`src/rtl/sweep_pkg.sv`:
```
// Shared definitions for the exhaustive-sweep sequencer: FSM states and
// signature register constants.
package sweep_pkg;

  typedef enum logic [1:0] {
    S_IDLE,
    S_APPLY,
    S_CAPTURE,
    S_DONE
  } state_t;

  localparam int unsigned SIG_W = 8;

  // Feedback taps on bits 7, 5, 4 and 3.
  localparam logic [SIG_W-1:0] TAP_MASK = 8'hB8;

endpackage

```
`src/rtl/sig_lfsr8.sv`:
```
// 8-bit response signature register: shift with tap-parity feedback, then
// XOR in the data word. Clear has priority over enable.
module sig_lfsr8
  import sweep_pkg::*;
(
  input  logic             clk,
  input  logic             rst,
  input  logic             clr,
  input  logic             en,
  input  logic [SIG_W-1:0] din,
  output logic [SIG_W-1:0] sig
);

  logic fb;

  always_comb begin
    fb = ^(sig & TAP_MASK);
  end

  always_ff @(posedge clk or posedge rst) begin
    if (rst) begin
      sig <= '0;
    end else if (clr) begin
      sig <= '0;
    end else if (en) begin
      sig <= {sig[SIG_W-2:0], fb} ^ din;
    end
  end

endmodule

```
`src/rtl/sweep_sequencer.sv`:
```
// Walks a combinational datapath through every input vector, holding each for
// SETTLE cycles, and publishes each sampled response plus a running signature.
module sweep_sequencer
  import sweep_pkg::*;
#(
  parameter int unsigned N_IN   = 3,
  parameter int unsigned N_OUT  = 2,
  parameter int unsigned SETTLE = 4
) (
  input  logic                  clk,
  input  logic                  rst,
  input  logic                  start,
  input  logic                  abort,
  output logic [N_IN-1:0]       stim,
  input  logic [N_OUT-1:0]      resp,
  output logic                  busy,
  output logic                  done,
  output logic                  cap_valid,
  output logic [N_IN+N_OUT-1:0] cap_data,
  output logic [SIG_W-1:0]      signature
);

  localparam int unsigned       CNT_W     = (SETTLE > 1) ? $clog2(SETTLE) : 1;
  localparam logic [CNT_W-1:0]  CNT_LOAD  = CNT_W'(SETTLE - 1);
  localparam logic [N_IN-1:0]   STIM_LAST = '1;

  state_t           state, state_nxt;
  logic [CNT_W-1:0] cnt;
  logic             go;
  logic             capture;
  logic             advance;
  logic             clr_stim;

  always_ff @(posedge clk or posedge rst) begin
    if (rst) begin
      state <= S_IDLE;
    end else begin
      state <= state_nxt;
    end
  end

  // The sample is registered on the last APPLY edge so that cap_valid,
  // cap_data and the updated signature are all visible during CAPTURE without
  // any combinational path from resp or abort.
  always_comb begin
    state_nxt = state;
    go        = 1'b0;
    capture   = 1'b0;
    advance   = 1'b0;
    clr_stim  = 1'b0;
    case (state)
      S_IDLE: begin
        if (start && !abort) begin
          state_nxt = S_APPLY;
          go        = 1'b1;
        end
      end
      S_APPLY: begin
        if (abort) begin
          state_nxt = S_IDLE;
          clr_stim  = 1'b1;
        end else if (cnt == '0) begin
          state_nxt = S_CAPTURE;
          capture   = 1'b1;
        end
      end
      S_CAPTURE: begin
        if (abort) begin
          state_nxt = S_IDLE;
          clr_stim  = 1'b1;
        end else if (stim == STIM_LAST) begin
          state_nxt = S_DONE;
        end else begin
          state_nxt = S_APPLY;
          advance   = 1'b1;
        end
      end
      S_DONE: begin
        state_nxt = S_IDLE;
        clr_stim  = 1'b1;
      end
      default: begin
        state_nxt = S_IDLE;
        clr_stim  = 1'b1;
      end
    endcase
  end

  always_ff @(posedge clk or posedge rst) begin
    if (rst) begin
      stim      <= '0;
      cnt       <= '0;
      cap_valid <= 1'b0;
      cap_data  <= '0;
    end else begin
      cap_valid <= capture;
      if (capture) begin
        cap_data <= {stim, resp};
      end
      if (go || clr_stim) begin
        stim <= '0;
      end else if (advance) begin
        stim <= stim + 1'b1;
      end
      if (go || advance) begin
        cnt <= CNT_LOAD;
      end else if (state == S_APPLY && cnt != '0) begin
        cnt <= cnt - 1'b1;
      end
    end
  end

  always_comb begin
    busy = (state == S_APPLY) || (state == S_CAPTURE);
    done = (state == S_DONE);
  end

  sig_lfsr8 u_sig (
    .clk (clk),
    .rst (rst),
    .clr (go),
    .en  (capture),
    .din (SIG_W'(resp)),
    .sig (signature)
  );

endmodule
```
`config.mk`:
```
export PLATFORM = sky130hd
export DESIGN_NAME = sweep_sequencer
export DESIGN_NICKNAME = d
export VERILOG_FILES = /design/src/rtl/sweep_pkg.sv /design/src/rtl/sig_lfsr8.sv /design/src/rtl/sweep_sequencer.sv
export SDC_FILE = /design/constraint.sdc
export NUM_CORES = 1
export LEC_CHECK = 0
export BUFFER_PORTS_ARGS = -buffer_cell sky130_fd_sc_hd__buf_4
export CAP_MARGIN = 20
export CORE_UTILIZATION = 52
export DETAILED_ROUTE_END_ITERATION = 12
export PLACE_DENSITY = 0.77
export SLEW_MARGIN = 5
export SYNTH_ARGS = -nofsm -noshare
export SYNTH_HDL_FRONTEND = slang
export SYNTH_SLANG_ARGS = --single-unit
```
`constraint.sdc`:
```
create_clock -name clk -period 1.8 [get_ports clk]
set_input_delay 0.36 -clock clk [delete_from_list [all_inputs] [get_ports clk]]
set_output_delay 0.36 -clock clk [all_outputs]
set_load 0.02 [all_outputs]
```
# Yosys cells after proc, flatten, opt, wreduce, memory -nomap -nowiden
# Cells that the tools add are included.
[classes] mul=0 div=0 mux=22 bitwise_logic=1 n_addsub=2 magnitude_cmp=0 shift=0 reduce_logical=15 n_eq_ne=6
[op_table] cell="$mux 8" count=2
[op_table] cell="$mux 2" count=7
[op_table] cell="$mux 1" count=9
[op_table] cell="$pmux 2 s4" count=1
[op_table] cell="$reduce_bool 2->1" count=4
[op_table] cell="$reduce_xor 8->1" count=1
[op_table] cell="$xor 8x2->8" count=1
[op_table] cell="$mux 3" count=2
[op_table] cell="$eq 2x2->1 const B" count=2
[op_table] cell="$logic_not 2->1" count=2
[op_table] cell="$add 3x1->3 const B" count=1
[op_table] cell="$eq 3x3->1 const B" count=1
[op_table] cell="$logic_or 1x1->1" count=3
[op_table] cell="$ne 3x3->1 const B" count=1
[op_table] cell="$eq 2x1->1 const B" count=1
[op_table] cell="$logic_and 1x1->1" count=2
[op_table] cell="$ne 2x2->1 const B" count=1
[op_table] cell="$pmux 1 s2" count=1
[op_table] cell="$reduce_and 2->1" count=1
[op_table] cell="$reduce_or 2->1" count=1
[op_table] cell="$sub 2x1->2 const B" count=1
[op_table] cell="$logic_not 1->1" count=1
[totals] latchBits=0 input_bits=6 ram_bits=0 out_inout_bits=19 mem_bits_ro=0 n_memories=0 ff_bits=21

# Longest topological paths before layout
[depth] word_depth=6 mapped_depth=7 depth_no_buf=6

# By module
# Synthesis repeated with hierarchy kept, for this count alone.
[unflattened] hier_cells=104 area_unflattened_um2=1142.3
[by_module_without_submodules] mod="sweep_sequencer" cells_per_inst=65 area_per_inst_um2=716.9 n_inst=1
[by_module_without_submodules] mod="sig_lfsr8" cells_per_inst=39 area_per_inst_um2=425.4 n_inst=1

# Least setup slack after synthesis
# OpenSTA, ideal clock, no wires.
[synth_timing] path_type="register -> register" from="register stim[0]" to="register stim[1]" arrival_time_ns=1.402 stages_incl_launch_ff=6 required_time_ns=1.673 slack_ns=0.271 cell_sequence="dfrtp_1 > ha_1 > ha_1 > nor3b_4 > mux2i_1 > nor2_1"
[synth_via] elab_chain_len=5 word_cells_on_any_way=8 cone_classes="add/sub: 1; eq/ne: 1; mux: 5; reduce/logical: 1"
[synth_rtl] item="start, declared" line_no="sweep_sequencer.sv:14" text="output logic [N_IN-1:0] stim,"
[synth_rtl] item="start signal, assigned" line_no="sweep_sequencer.sv:103" text="stim <= stim + 1'b1;"
[synth_rtl] item="$eq 3x3->1" line_no="sweep_sequencer.sv:71" text="end else if (stim == STIM_LAST) begin"
[synth_rtl] item="$mux 1" line_no="sweep_sequencer.sv:71"
[synth_rtl] item="$mux 1" line_no="sweep_sequencer.sv:68" text="if (abort) begin"
[synth_rtl] item="$mux 1" line_no="sweep_sequencer.sv:51" text="case (state)"
[synth_rtl] item="$reduce_bool 2->1 (no source line)"
# Several ways; a longest one is shown, not always the timed one. The select of a mux whose other input is x is not followed.
# A chain may end at the register's enable or synchronous reset.

# Worst setup path in the final report
[layout_timing] from="register state[0]" to="output busy"
[layout_via] elab_chain_len=2 word_cells_on_any_way=3 cone_classes="eq/ne: 2; reduce/logical: 1"
[layout_rtl] item="start, declared" line_no="sweep_sequencer.sv:27" text="state_t state, state_nxt;"
[layout_rtl] item="start signal, assigned" line_no="sweep_sequencer.sv:38" text="state <= state_nxt;"
[layout_rtl] item="$eq 2x1->1 / $eq 2x2->1 (equally long branches)" line_no="sweep_sequencer.sv:114" text="busy = (state == S_APPLY) || (state == S_CAPTURE);"
[layout_rtl] item="$logic_or 1x1->1 (*)" line_no="sweep_sequencer.sv:114"
[layout_rtl] item="end, declared" line_no="sweep_sequencer.sv:16" text="output logic busy,"
# Mark *: on every way between the ends. The rest lies on a longest branch, timed or not.

==> reports/metrics.cfg <==
[clock_network]
cts_resized = 0
clock_latency_ns = 0.32
clockBufferDepth = 2
hold_buffers = 0
cts_setup_buffers = 0
root_buffer = clkbuf_4
path_clk_slew_ns = 0.13
numCtsBuffers = 3
cts_tree = built
h-tree-depth = 1
cts_sinks = 21

[critical_path]
path_class = flip-flop to primary output
cp.required_ns = 1.44
arrival_ns = 1.29
r2r_cells = 6
rr_endpoint = u_sig.sig[1]$_DFFE_PP0P_
worstSetupEndpointType = primary output
startpoint_type = flip-flop
cp_max_fo = 4
regToRegStartpoint = state[1]$_DFFE_PP0P_
ff2ff_setup_slack_ns = 0.22

[synth]
yosysWarnings = 0
yosysSeqAreaShare_pct = 47.3
syn-num-nets = 122
netlist_top_cells_count = nand2_1, dfrtp_1, a21oi_1
synth_edf_count = 0
yosys.area.top_type_share_pct = 47.3
syn_inst = 108
postSynthAreaPerCell_sq_um = 10.3
synth_top_area_cell = dfrtp_1
synthArstFlopShare_pct = 100
synth.most_common_cell = nand2_1
synth_cell_type_count = 26
syn_area_sq_um = 1110
synth_area_leaders = dfrtp_1, nand2_1, ha_1
ys.flop_type = dfrtp_1
ys_ff_latch = 21

[sta]
max_slew_margin_pct = 81.7
skew_ns = 0.0120
final_hold_viol_count = 0
timing.final.ws_setup_ns = 0.152
fin_setup_tns_ns = 0
rsz0062_at_grt = no
maxSlewViolCount = 0
fin_crit_sh_pct = 91.6
tightest_slew_ns = 0.275
finalCriticalPeriod_ns = 1.65
max_freq_mhz = 607
final-setup-viol-count = 0

[grt]
grt.total_usage_pct = 19.7
grt-ovfl-total = 0
grt_max_degree = 22
grt_pass1_vias = 727
grt_pass1_wl_um = 3120
antenna_found_initial = 0

[cells_and_area]
final_layout_size_suffix_gt1_share_pct = 27.4
fin_cells = 162
antenna_cells = 0
nets = 150
area_growth_pct = 20.0

[detailed_routing]
vias_per_cell = 5.02
drt_pass1_iterations = 4
drt-initial-drc-count = 10
vias = 813
wire_per_inst_um = 12.7
drc_errors = 0
ant_nets = 0
wirelength_um = 2060

[die]
start_util_pct = 56.1
core_region_area_sq_um = 1980
die_w_um = 48.2
fp-row-count = 16
io_pins = 25
die_height_um = 48.2
fp.dieArea_sq_um = 2330

[placed_design]
pre_cts_slack_ns = 0.251
gp_congestion = 0.745
dp_hpwl_um = 1510
io_buffers = 24
dpl.cell_count = 158

[outcome]
outcome = completed

[power]
powerDensity_nw_per_um2 = 1310
p_leak_uw = 0.000704
vdd_drop_max_mv = 0.853

[flow_run]
maxCapViolCount = 0

[hold_path]
hp-class = input pin to asynchronous set/reset pin

==> cell usage in the layout, fill, tap and decap left out, types with 2 or more instances in the layout <==
cell type | netlist | final
nand2_1 | 31 | 31
a21oi_1 | 9 | 9
buf_4 | 1 | 26
mux2i_1 | 3 | 3
ha_1 | 8 | 8
nand2b_1 | 2 | 2
o21ai_0 | 2 | 2
dfrtp_1 | 21 | 21
xnor2_1 | 5 | 5
inv_1 | 6 | 6
clkbuf_4 | 0 | 3
nor2_1 | 5 | 5
==> power by group <==
| part | internal [uW] | leakage, uW | switching [uW] |
|---|---|---|---|
| clock | 83.1 | 0.0000177 | 155 |
| sequential | 591 | 0.000281 | 85.9 |
| combinational | 371 | 0.000406 | 467 |
| total | 1040 | 0.000704 | 708 |
==> routing by layer <==
| layer | global-route usage, % | vias up | wire length (um) |
|---|---|---|---|
| met4 | 8.89 | 0 | 25 |
| met5 | 0 | - | 0 |
| met1 | 25.7 | 383 | 891 |
| met3 | 4.44 | 4 | 97 |
| li1 | - | 404 | - |
| met2 | 31.2 | 22 | 1040 |
==> cell families after synthesis <==
| group | share of synthesized area (%) |
|---|---|
| XOR/XNOR | 5.97 |
| flip-flops | 47.3 |
| buffers and inverters | 5.63 |
| AO/OA/AOI/OAI | 10.0 |
| AND/OR/NAND/NOR | 18.0 |
| adder cells (fa/ha/maj) | 9.01 |
| multiplexers | 4.05 |
==> flip-flops by register name, indices dropped and copies added (netlist names) <==
signal	count
cnt	2
u_sig.sig	8
state	2
cap_valid	1
cap_data	5
stim	3
==> how the worst max path moves through the flow <==
stage,startpoint,to,slack (ns)
5_1_grt,state[0]$_DFFE_PP0P_,busy,0.08
3_5_place_dp,state[1]$_DFFE_PP0P_,state[1]$_DFFE_PP0P_,0.25
6_report,state[0]$_DFFE_PP0P_,busy,0.15
3_3_place_gp,stim[0]$_DFFE_PP0P_,stim[1]$_DFFE_PP0P_,0.28
4_1_cts,state[0]$_DFFE_PP0P_,busy,0.14
2_1_floorplan,stim[0]$_DFFE_PP0P_,stim[1]$_DFFE_PP0P_,0.27
==> metrics by stage <==
stage	utilization, %	hold slack, ns	area, sq um	power (uW)
after detailed placement	65.9	0.416	1310	1530
after CTS	67.3	0.0650	1330	1770
after floorplan	-	0.337	1110	1280
after global placement	65.9	0.413	1310	1500
after global routing	67.3	0.0810	1330	1880
final	67.3	0.0542	1330	1750
==> critical path, cell delays in order (launching register included) <==
cell	delay, ns
dfrtp_1	0.40
inv_1	0.10
ha_1	0.32
buf_4	0.16
==> layout make-up <==
class,instances,area (sq um)
sequential,21,526
multi-input combinational,77,523
fill,156,648
timing repair buffer,26,195
tap,27,33.8
clock inverter,1,5.00
clock buffer,3,22.5
inverter,7,28.8
No activity file was read; power rests on OpenSTA's default activity.
